[config.mk]
export PLATFORM = sky130hd
export DESIGN_NAME = hazard_ctrl
export DESIGN_NICKNAME = d
export VERILOG_FILES = /design/src/rtl/hazard_ctrl.sv
export SDC_FILE = /design/constraint.sdc
export NUM_CORES = 1
export LEC_CHECK = 0
export CAP_MARGIN = 20
export CORE_ASPECT_RATIO = 1.25
export CORE_UTILIZATION = 28
export CTS_BUF_LIST = sky130_fd_sc_hd__clkbuf_4
export CTS_CLUSTER_SIZE = 8
export DETAILED_ROUTE_END_ITERATION = 7
export GPL_ROUTABILITY_DRIVEN = 0
export GPL_TIMING_DRIVEN = 0
export PLACE_DENSITY = 0.83
export SLEW_MARGIN = 40
export SYNTH_ARGS = -nofsm -noshare
export SYNTH_HDL_FRONTEND = slang
export SYNTH_SLANG_ARGS = --single-unit
[constraint.sdc]
create_clock -name clk -period 1.79 [get_ports clk]
set_clock_uncertainty 0.2 [all_clocks]
set_input_delay 0.358 -clock clk [delete_from_list [all_inputs] [get_ports clk]]
set_output_delay 0.358 -clock clk [all_outputs]
set_load 0.01 [all_outputs]
[src/rtl/hazard_ctrl.sv]
// hazard_ctrl: stall/flush/forwarding control for the 5-stage RISC-V pipeline.
// A RUN / LSTALL / WAIT FSM sequences multi-cycle load-use bubbles and freezes
// the pipeline while the memory port reports o_p_waitrequest.
// Optional build macro HAZARD_PERF_CNT_EN enables the 32-bit performance
// counters; without it stall_cnt/flush_cnt/wait_cnt are tied to zero.
module hazard_ctrl #(
  parameter int unsigned LOAD_STALL_CYCLES = 1  // legal range 1..15
) (
  input  logic        clk,
  input  logic        rst,              // asynchronous, active-low
  input  logic [4:0]  RS1_D,
  input  logic [4:0]  RS2_D,
  input  logic [4:0]  RS1_E,
  input  logic [4:0]  RS2_E,
  input  logic [4:0]  RD_E,
  input  logic        ResultSrcE,
  input  logic        RegWriteE,
  input  logic        PCSrcE,
  input  logic [4:0]  RD_M,
  input  logic        RegWriteM,
  input  logic [4:0]  RD_W,
  input  logic        RegWriteW,
  input  logic        o_p_waitrequest,
  output logic        StallF,
  output logic        StallD,
  output logic        FlushD,
  output logic        FlushE,
  output logic [1:0]  ForwardAE,
  output logic [1:0]  ForwardBE,
  output logic [1:0]  hz_state,
  output logic [31:0] stall_cnt,
  output logic [31:0] flush_cnt,
  output logic [31:0] wait_cnt
);

  typedef enum logic [1:0] {
    ST_RUN    = 2'b00,
    ST_LSTALL = 2'b01,
    ST_WAIT   = 2'b10
  } state_t;

  localparam bit       MULTI_STALL = (LOAD_STALL_CYCLES > 1);
  localparam logic [3:0] CNT_RELOAD = 4'(LOAD_STALL_CYCLES - 1);

  // RegWriteE is part of the pipeline bundle but plays no role in hazard
  // detection: a load in execute always writes, and ALU results are forwarded
  // from later stages only.
  logic unused_regwrite_e;
  assign unused_regwrite_e = RegWriteE;

  state_t     state_q, state_d;
  logic [3:0] cnt_q, cnt_d;
  logic       ret_lstall_q, ret_lstall_d;   // 1: return to LSTALL, 0: RUN

  logic       lw_hit;
  logic       stall_c, flush_d_c, flush_e_c;
  state_t     eff_state;
  state_t     hz_c;
  logic [1:0] fwd_a_c, fwd_b_c;

  // Load-use hazard: the load in execute produces a register decode needs.
  assign lw_hit = ResultSrcE && (RD_E != 5'd0) &&
                  ((RD_E == RS1_D) || (RD_E == RS2_D));

  // Operand forwarding; memory stage is newer than writeback so it wins.
  always_comb begin
    fwd_a_c = 2'b00;
    fwd_b_c = 2'b00;
    if (RegWriteM && (RD_M != 5'd0) && (RD_M == RS1_E))
      fwd_a_c = 2'b10;
    else if (RegWriteW && (RD_W != 5'd0) && (RD_W == RS1_E))
      fwd_a_c = 2'b01;
    if (RegWriteM && (RD_M != 5'd0) && (RD_M == RS2_E))
      fwd_b_c = 2'b10;
    else if (RegWriteW && (RD_W != 5'd0) && (RD_W == RS2_E))
      fwd_b_c = 2'b01;
  end

  // Next-state and stall/flush decode; on WAIT exit the return state's
  // behaviour applies immediately to the current inputs.
  always_comb begin
    state_d      = state_q;
    cnt_d        = cnt_q;
    ret_lstall_d = ret_lstall_q;
    stall_c      = 1'b0;
    flush_d_c    = 1'b0;
    flush_e_c    = 1'b0;
    eff_state    = (state_q == ST_WAIT) ? (ret_lstall_q ? ST_LSTALL : ST_RUN)
                                        : state_q;
    hz_c         = eff_state;

    if (o_p_waitrequest) begin
      // Freeze everything; the bubble counter does not advance.
      stall_c = 1'b1;
      state_d = ST_WAIT;
      hz_c    = ST_WAIT;
      if (state_q != ST_WAIT)
        ret_lstall_d = (state_q == ST_LSTALL);
    end else begin
      unique case (eff_state)
        ST_LSTALL: begin
          if (PCSrcE) begin
            // Taken branch squashes the stalled instruction; drop the stall.
            flush_d_c = 1'b1;
            flush_e_c = 1'b1;
            cnt_d     = 4'd0;
            state_d   = ST_RUN;
          end else begin
            stall_c   = 1'b1;
            flush_e_c = 1'b1;
            cnt_d     = cnt_q - 4'd1;
            state_d   = (cnt_q == 4'd1) ? ST_RUN : ST_LSTALL;
          end
        end
        default: begin
          state_d = ST_RUN;
          if (PCSrcE) begin
            flush_d_c = 1'b1;
            flush_e_c = 1'b1;
          end else if (lw_hit) begin
            stall_c   = 1'b1;
            flush_e_c = 1'b1;
            if (MULTI_STALL) begin
              state_d = ST_LSTALL;
              cnt_d   = CNT_RELOAD;
            end
          end
        end
      endcase
    end
  end

  // FSM state, bubble counter and return-state register.
  always_ff @(posedge clk or negedge rst) begin
    if (!rst) begin
      state_q      <= ST_RUN;
      cnt_q        <= 4'd0;
      ret_lstall_q <= 1'b0;
    end else begin
      state_q      <= state_d;
      cnt_q        <= cnt_d;
      ret_lstall_q <= ret_lstall_d;
    end
  end

  // All outputs are held quiet while reset is asserted.
  assign StallF    = rst & stall_c;
  assign StallD    = rst & stall_c;
  assign FlushD    = rst & flush_d_c;
  assign FlushE    = rst & flush_e_c;
  assign ForwardAE = rst ? fwd_a_c : 2'b00;
  assign ForwardBE = rst ? fwd_b_c : 2'b00;
  assign hz_state  = rst ? hz_c : 2'b00;

`ifdef HAZARD_PERF_CNT_EN
  logic [31:0] stall_cnt_q, flush_cnt_q, wait_cnt_q;

  // Free-running performance counters, wrapping at 2^32.
  always_ff @(posedge clk or negedge rst) begin
    if (!rst) begin
      stall_cnt_q <= 32'd0;
      flush_cnt_q <= 32'd0;
      wait_cnt_q  <= 32'd0;
    end else begin
      if (StallF && !o_p_waitrequest)
        stall_cnt_q <= stall_cnt_q + 32'd1;
      if (FlushD)
        flush_cnt_q <= flush_cnt_q + 32'd1;
      if (o_p_waitrequest)
        wait_cnt_q <= wait_cnt_q + 32'd1;
    end
  end

  assign stall_cnt = stall_cnt_q;
  assign flush_cnt = flush_cnt_q;
  assign wait_cnt  = wait_cnt_q;
`else
  assign stall_cnt = 32'h0;
  assign flush_cnt = 32'h0;
  assign wait_cnt  = 32'h0;
`endif

endmodule

==> key figures <==
Synthesis
  • Yosys Warn Count: 0
  • EDFF count, synth: 0
  • FF+latch count, synth: 7
  • Number of library cell types mapped by synthesis: 30
  • Sequential element share of the synthesized area: 0.114
  • Synthesized cell area: 0.00154 mm^2
  • Most used flip-flop cell after synthesis: dfrtp_1
  • Post-Synthesis Mean Instance Area: 7.94 um^2
  • Async set or reset register ratio after synthesis: 1.00
  • Post-Synthesis Cells: 194

Timing
  • Unrepaired setup endpoints after global routing: true
  • Post-layout minimum cycle time: 2.28 ns
  • Worst setup margin: -0.491 ns
  • Final critical-path share of the clock period: 1.27
  • Finish-stage setup viols: 7
  • Final-report max-slew violation count: 0
  • Hold Violations, Final: 0
  • Fmax: 438 MHz

Global route
  • Busiest layer in global routing: met2
  • Maximum number of pins on one net before global-route repair: 10
  • Global-route met2 utilization: 0.247
  • Vias in the first global route: 1,278
  • Met3 routing resource usage after global routing: 0.0296
  • Overall overflow remaining after global route: 0
  • Overall fraction of global-route tracks in use: 0.116
  • First-pass GRT wire length: 5.18 mm
  • Initial antenna violation count: 0
  • GR Util met1: 0.0921

Routing
  • Via count of the routed design: 1,449
  • DRC marker count from the first detailed-route iteration: 11
  • DRC violations left: 0
  • Number of vias per cell: 3.52
  • Routed Antenna Nets: 0
  • Detailed-routing iteration count for the pre-antenna-repair pass: 4
  • Total Wirelength: 3.57 mm
  • WL/cell: 8.66 um

Floorplan
  • I/O pin cnt: 149
  • Std-Cell Rows: 29
  • Initial core utilization: 0.297
  • Die W: 68.3 um
  • Die H: 84.9 um
  • Floorplan core area: 0.00519 mm^2
  • Total die area: 0.00580 mm^2

Setup path
  • Startpoint kind of the worst setup timing path: input port
  • Capturing element type of the critical path: primary output
  • CP max FO: 2
  • Critical Path, Cell by Cell: buf_8 > or4_4 > o21ai_4 > buf_6 > nor4_4 > buf_4 > nor4_4 > buf_2
  • Data required time at the worst endpoint: 1.23 ns
  • Cell count of the worst reg-to-reg path: 4
  • Startpoint of the lowest-slack register-to-register path: state_q[0]
  • Critical path's slowest cell: or4_4
  • Reg2Reg Capture Point: cnt_q[0]
  • Most prevalent standard cell on the critical path: nor4_4
  • Slowest cell delay on critical path: 0.53 ns
  • Data arrival, critical path: 1.72 ns
  • R2R setup slack: 0.25 ns
  • Startpoint-to-endpoint class of the critical path: input port to primary output

Clock network
  • Clock latency on the worst-skew pair: 0.25 ns
  • Deepest clock path buffer count: 2
  • Number of sinks driven by the clock tree: 7
  • Clock-pin transition on the worst setup and hold timing paths: 0.05 ns
  • Number of buffers added by the clock tree synthesis step: 3
  • CTS HTree Levels: 1
  • CTS tree: built
  • Master cell of the clock root buffer: clkbuf_4

Pwr
  • PnR Total Power: 0.897 mW
  • LEAKAGE: 1.50 nW
  • Cell area power density: 346 mW/mm^2
  • Peak supply drop: 0.302 mV

Layout
  • Highest-count cells in the layout ignoring fill and taps: 106 x buf_4, 96 x conb_1, 24 x xor2_1
  • Final nets: 396
  • Antenna Diode Count: 0
  • Share of final-layout standard cells stronger than drive strength 1: 0.474
  • Most frequent standard cell in the layout excluding fill and tap cells: buf_4
  • Final std cell area, no fill: 0.00259 mm^2
  • Synth-to-layout area growth: 68.3%
  • Count of filler cells inserted in the layout: 503

Placed design
  • Cell area reported after detailed placement: 0.00255 mm^2
  • Half-perimeter wire length after detailed placement: 3.11 mm
  • Input/output buffers: 51
  • Pre-CTS setup slack: -1.59 ns

Outcome
  • Outcome: complete, but fails checks
  • Violations in the final reports: negative setup slack

Flow run
  • MaxCap Viol Count: 0

Worst hold path
  • Classification of the worst-slack hold path: input port to flop
  • Worst hold path depth: 1
  • Hold Startpoint: o_p_waitrequest
  • Hold path endpoint: state_q[1]
==> how the worst max path moves through the flow <==
stage | start | to | slack, ns | cells past startpoint
6_report | RD_M[4] | ForwardBE[0] | -0.49 | 8
5_1_grt | RD_W[2] | ForwardAE[0] | -0.54 | 7
4_1_cts | RD_M[4] | ForwardAE[0] | -0.56 | 7
3_5_place_dp | rst | ForwardAE[0] | -1.59 | 5
3_3_place_gp | rst | ForwardBE[0] | -1.57 | 5
2_1_floorplan | RD_E[3] | StallF | -0.18 | 5
==> where the power goes <==
part | internal (mW) | switching, mW | leakage (nW)
logic | 0.288 | 0.260 | 1.40
clock network | 0.100 | 0.0551 | 0.0184
registers | 0.179 | 0.0153 | 0.0885
total | 0.566 | 0.331 | 1.50
==> layer usage <==
layer | share of wire | vias up
met2 | 0.56 | 104
met1 | 0.28 | 587
met3 | 0.15 | 4
met4 | 0.011 | 0
li1 | - | 754
met5 | 0 | -
==> per-stage QoR <==
step | util | hold WS, ns | instances | setup TNS, ns
2_1_floorplan | - | -0.138 | 289 | -0.575
3_3_place_gp | 0.491 | 0.288 | 402 | -11.55
3_5_place_dp | 0.491 | 0.309 | 402 | -11.77
4_1_cts | 0.499 | 0.252 | 411 | -2.50
5_1_grt | 0.500 | 0.107 | 412 | -2.56
6_report | 0.500 | 0.113 | 412 | -2.29
==> timing repair <==
item / 4_1_cts / 5_1_grt
pin swaps: 21 / 14
gates resized for setup: 163 / 34
hold buffers: 1 / 0
setup endpoints to repair: 10 / 12
setup buffers: 4 / 1
hold endpoints to repair: 7 / 0
==> kinds of logic after synthesis <==
| group | after synthesis | synth area share |
|---|---|---|
| buf+inv | 101 | 0.483 |
| simple gates | 33 | 0.129 |
| xor+xnor | 30 | 0.171 |
| compound gates | 19 | 0.0788 |
| flops | 7 | 0.114 |
| fa+ha+maj | 2 | 0.0162 |
| other cells | 1 | 0.00243 |
| mux | 1 | 0.00650 |
==> area by class of cell <==
class | count | area [um^2] | share of cell area
buffer | 97 | 728 | 0.281
clock buffer | 4 | 30.0 | 0.0116
inverter | 4 | 15.0 | 0.00579
multi-input combinational | 181 | 1100 | 0.426
sequential | 7 | 176 | 0.0681
tap | 62 | 77.6 | 0.0299
timing repair buffer | 57 | 462 | 0.178
==> registers in the layout, summed over array words and instances, names as in the netlist <==
name	flops
ret_lstall_q	1
state_q	2
cnt_q	4
==> critical path, delay by kind of cell <==
| kind | cells | cell delay (ns) |
|---|---|---|
| compound gates | 1 | 0.16 |
| simple gates | 3 | 0.68 |
| buf+inv | 4 | 0.52 |
==> cells in the mapped netlist (all sizes together) (2+ instances only) <==
cell type  instances  area share
nand2b             4       0.016
nand3              2      0.0065
nor3               3      0.0097
a21oi              4       0.013
nand2              3      0.0073
o2bb2ai            2       0.011
or4                5       0.027
ha                 2       0.016
xnor2              6       0.034
and2               2      0.0081
buf               97        0.47
nor4               4       0.024
a22oi              2      0.0097
xor2              24        0.14
inv                4      0.0097
nor2               7       0.017
dfrtp              7        0.11
o21ai              7       0.025
Power figures use the tool's default switching activity.
